[src/rtl/updown_gray_counter_pkg.sv]
// Shared constants and helpers for the up/down modulo counter with Gray output.
package updown_gray_counter_pkg;

  localparam logic DIR_UP   = 1'b1;
  localparam logic DIR_DOWN = 1'b0;

  localparam int MODE_WRAP = 0;
  localparam int MODE_SAT  = 1;

  // Widest counter the Gray helper supports; callers cast down to their own width.
  localparam int GRAY_MAX_W = 32;

  function automatic logic [GRAY_MAX_W-1:0] bin2gray(input logic [GRAY_MAX_W-1:0] b);
    return b ^ (b >> 1);
  endfunction

endpackage

[src/rtl/dff_reg_sr.sv]
// W-bit D register with synchronous active-high clear to zero.
module dff_reg_sr #(
  parameter int W = 1
) (
  input  logic         clk,
  input  logic         reset,
  input  logic [W-1:0] d,
  output logic [W-1:0] q
);

  always_ff @(posedge clk) begin
    if (reset) q <= '0;
    else       q <= d;
  end

endmodule

[src/rtl/updown_gray_counter.sv]
// Up/down modulo counter with binary + Gray outputs, load, enable,
// wrap/saturate limits and a registered terminal-count flag.
module updown_gray_counter
  import updown_gray_counter_pkg::*;
#(
  parameter int WIDTH    = 3,
  parameter int MODULUS  = 2**WIDTH,
  parameter int SATURATE = MODE_WRAP
) (
  input  logic             clk,
  input  logic             reset,
  input  logic             en,
  input  logic             dir,
  input  logic             load,
  input  logic [WIDTH-1:0] load_val,
  output logic [WIDTH-1:0] count,
  output logic [WIDTH-1:0] gray,
  output logic [WIDTH-1:0] next_count,
  output logic             tc
);

  // Limits are explicit constants so a non-power-of-two modulus never relies on overflow.
  localparam logic [WIDTH-1:0] MAX_CNT = WIDTH'(MODULUS - 1);
  localparam logic [WIDTH-1:0] ONE     = WIDTH'(1);
  localparam bit               SAT     = (SATURATE == MODE_SAT);

  logic [WIDTH-1:0] count_d, count_q;
  logic             tc_d, tc_q;

  always_comb begin
    count_d = count_q;
    tc_d    = 1'b0;
    if (load) begin
      count_d = (load_val > MAX_CNT) ? MAX_CNT : load_val;
    end else if (en) begin
      if (dir == DIR_UP) begin
        if (count_q >= MAX_CNT) begin
          tc_d    = 1'b1;
          count_d = SAT ? MAX_CNT : '0;
        end else begin
          count_d = count_q + ONE;
        end
      end else begin
        if (count_q == '0) begin
          tc_d    = 1'b1;
          count_d = SAT ? '0 : MAX_CNT;
        end else begin
          count_d = count_q - ONE;
        end
      end
    end
  end

  dff_reg_sr #(.W(WIDTH)) u_count_reg (
    .clk   (clk),
    .reset (reset),
    .d     (count_d),
    .q     (count_q)
  );

  dff_reg_sr #(.W(1)) u_tc_reg (
    .clk   (clk),
    .reset (reset),
    .d     (tc_d),
    .q     (tc_q)
  );

  assign count      = count_q;
  assign tc         = tc_q;
  assign next_count = count_d;
  assign gray       = WIDTH'(bin2gray(GRAY_MAX_W'(count_q)));

endmodule

[config.mk]
export PLATFORM = sky130hd
export DESIGN_NAME = updown_gray_counter
export DESIGN_NICKNAME = d
export VERILOG_FILES = /design/src/rtl/updown_gray_counter_pkg.sv /design/src/rtl/dff_reg_sr.sv /design/src/rtl/updown_gray_counter.sv
export SDC_FILE = /design/constraint.sdc
export NUM_CORES = 1
export LEC_CHECK = 0
export BUFFER_PORTS_ARGS = -buffer_cell sky130_fd_sc_hd__buf_2
export CAP_MARGIN = 0
export CORE_AREA = 4 4 41 43
export DETAILED_ROUTE_END_ITERATION = 7
export DIE_AREA = 0 0 45 47
export SLEW_MARGIN = 25
export SYNTH_ARGS = -nofsm -noshare
export SYNTH_HDL_FRONTEND = slang
export SYNTH_SLANG_ARGS = --single-unit
[constraint.sdc]
create_clock -name clk -period 4.9 [get_ports clk]
set_input_delay 0.98 -clock clk [delete_from_list [all_inputs] [get_ports clk]]
set_output_delay 0.98 -clock clk [all_outputs]
set_load 0.01 [all_outputs]
==> summary.txt <==
Logic synthesis
  • Yosys reg bits: 4
  • Netlist Area Pre-Place: 342 um^2
  • Ys flop type: dfxtp_1
  • Syn Inst Count: 42
  • Netlist cell types: 24
  • Seq/Total Area, Yosys: 23.4%
  • Synth top area cells: dfxtp_1 (23%), ha_1 (18%), nand2_1 (6.6%)
  • Post-synth top area cell: dfxtp_1
  • FFs w/ async S/R, synth: 0%
  • Synth warn: 0
  • Post-synth EDFFs: 0
  • Synth top area share: 23.4%
  • Syn_nets: 55
  • Synth Area per Inst: 8.13 um^2

Run status
  • Status: finished, final reports clean

Global routing
  • First-pass GRT wire length: 1480 um
  • Largest net degree at the start of global routing: 10
  • All-layer global routing usage: 9.71%
  • Number of global-route vias before repair: 360
  • Grt ovf: 0
  • Initial antenna violation count: 0

Placed design
  • Detailed Place HPWL: 741 um
  • Port-buffer cells: 17
  • GPL Wtd Cong: 0.781

Worst setup path
  • Critical-path cell list: buf_2, or3b_1, a221o_1, nand2_1, buf_2
  • R2R depth: 5
  • Worst path most repeated cell: buf_2
  • Critical path fanouts, max: 6
  • Arrival @ worst endpoint: 2.05 ns
  • Worst Path Class, Setup: input pin to output pin
  • Worst r2r dst: u_count_reg.q[0]$_SDFF_PP0_
  • Crit path capture type: output pin
  • Reg2Reg Setup Slack: 3.38 ns
  • Worst path required time: 3.92 ns
  • Crit path launch type: input pin
  • Slowest stage delay, CP: 0.37 ns
  • CP startpoint: dir
  • Slowest cell on crit path: or3b_1
  • Crit path to: next_count[0]
  • R2R Path Start: u_count_reg.q[0]$_SDFF_PP0_

Clock tree
  • Post-CTS Setup Inserts: 0
  • Clock H-tree levels: 1
  • CTS root buf: clkbuf_4
  • Post_cts resized: 0
  • Cts bufs inserted: 3
  • Clock Tree Buf Depth: 2
  • Worst skew pair latency: 0.23 ns
  • CTS tree: done
  • Clk sinks: 4
  • Cts hold-fix bufs: 0
  • Clk slew on worst S/H paths: 0.04 ns

Pwr
  • Net Sw Power: 37.4 uW
  • Clock group share of total power: 34.4%
  • Leakage: 0.236 nW
  • Register share of total power: 33.0%
  • Switching share of power: 31.9%
  • Cell-internal power: 79.6 uW
  • Power, Total: 117 uW
  • Comb pwr share: 32.7%
  • Peak supply drop: 0.179 mV
  • PwrDens: 254 nW/um^2

Cells and area
  • Fillers: 148
  • Commonest non-fill, non-tap cells in the layout: buf_2 (17), nand2_1 (6), ha_1 (5)
  • Share of cells above drive strength 1: 36.1%
  • NumNets Final: 76
  • Fin util: 35.4%
  • # diodes: 0
  • Commonest non-fill, non-tap cell in the layout: buf_2
  • Area Overhead vs Synth: 34.8%

Routing
  • Vias/cell: 5.00
  • WL per Instance: 11.8 um
  • WL final: 900 um
  • DRC marker count from the first detailed-route iteration: 7
  • Drt pass-1 iters: 4
  • Antenna-violating nets left: 0
  • Residual DRC: 0
  • Via count: 380

STA
  • Fmax: 330 MHz
  • Period utilisation layout: 61.8%
  • Fin Hold WS: 0.627 ns
  • Final hold vios: 0
  • Fin Clk Skew: 0.00831 ns
  • RSZ-0062 raised after global routing: no
  • Count of final max-slew check failures: 0
  • Minimum clock period: 3.03 ns
  • Setup-failing EPs final: 0
  • Total negative slack: 0 ns
  • Worst slew pin tran: 0.381 ns
  • Slew HR: 74.0%

Min path
  • Tightest Hold Check Type: flop to flop

Die
  • I/O pin count: 18
  • Initial core utilization: 26.3%
  • Core box area: 1300 um^2
  • Die X: 45 um
  • Rows: 13
  • Die height: 47 um
  • Die Area: 2120 um^2

Flow run
  • MaxCap Viol Count: 0
[power groups by stage]
stage / combinational, mW / clock (mW) / sequential, mW
5_1_grt: 0.0431 / 0.0465 / 0.0389
3_5_place_dp: 0.0385 / 0 / 0.0392
6_report: 0.0382 / 0.0402 / 0.0386
3_3_place_gp: 0.0381 / 0 / 0.0392
2_1_floorplan: 0.0227 / 0 / 0.0393
4_1_cts: 0.0387 / 0.0423 / 0.0387
[how the worst min path moves through the flow]
stage                                      startpoint                    end  cells past startpoint
after floorplan           u_count_reg.q[0]$_SDFF_PP0_  u_tc_reg.q$_SDFF_PP0_                      2
after global placement    u_count_reg.q[0]$_SDFF_PP0_  u_tc_reg.q$_SDFF_PP0_                      2
after detailed placement  u_count_reg.q[0]$_SDFF_PP0_  u_tc_reg.q$_SDFF_PP0_                      2
after CTS                 u_count_reg.q[0]$_SDFF_PP0_  u_tc_reg.q$_SDFF_PP0_                      2
after global routing      u_count_reg.q[0]$_SDFF_PP0_  u_tc_reg.q$_SDFF_PP0_                      2
final                     u_count_reg.q[0]$_SDFF_PP0_  u_tc_reg.q$_SDFF_PP0_                      2
[state kept, by name, summed over array words and instances (netlist names)]
register and count:
u_count_reg.q 3, u_tc_reg.q 1
[through the flow]
| step | worst slack [ns] | instance area [um^2] | instances |
|---|---|---|---|
| finish | 1.87 | 460 | 76 |
| global route | 1.84 | 460 | 76 |
| CTS | 1.87 | 460 | 76 |
| detailed placement | 1.87 | 438 | 73 |
| global placement | 1.92 | 438 | 73 |
| floorplan | 2.16 | 342 | 42 |
[worst max-delay path, delay by kind of cell]
kind	cells	cell delay, ns
simple gates	2	0.46
compound gates	1	0.35
buf+inv	2	0.26
[routing by layer]
layer  vias to the layer above  wire length (um)  global-route usage, %
met4                         0                 0                      0
met5                         -                 0                      0
met1                       172               417                   11.8
met2                        13               430                   15.5
li1                        195                 -                      -
met3                         0                51                   6.13
[layout make-up]
cell class	instances	area (um^2)	share of cell area, %
timing repair buffer	17	85.1	18.5
multi-input combinational	33	239	51.9
tap	15	18.8	4.08
clock buffer	3	22.5	4.89
inverter	4	15.0	3.26
sequential	4	80.1	17.4
[kinds of logic after synthesis]
| logic type | count (synthesis) | synth area share, % |
|---|---|---|
| flip-flops | 4 | 23.4 |
| buffers and inverters | 5 | 6.59 |
| AND/OR/NAND/NOR | 16 | 24.9 |
| AO/OA/AOI/OAI | 12 | 26.7 |
| adder cells (fa/ha/maj) | 5 | 18.3 |
[cells in the mapped netlist (all sizes together) (3+ instances only)]
library cell,count
dfxtp,4
nor2b,3
a21oi,3
nand2,6
ha,5
inv,4
No activity file was read; power rests on OpenSTA's default activity.
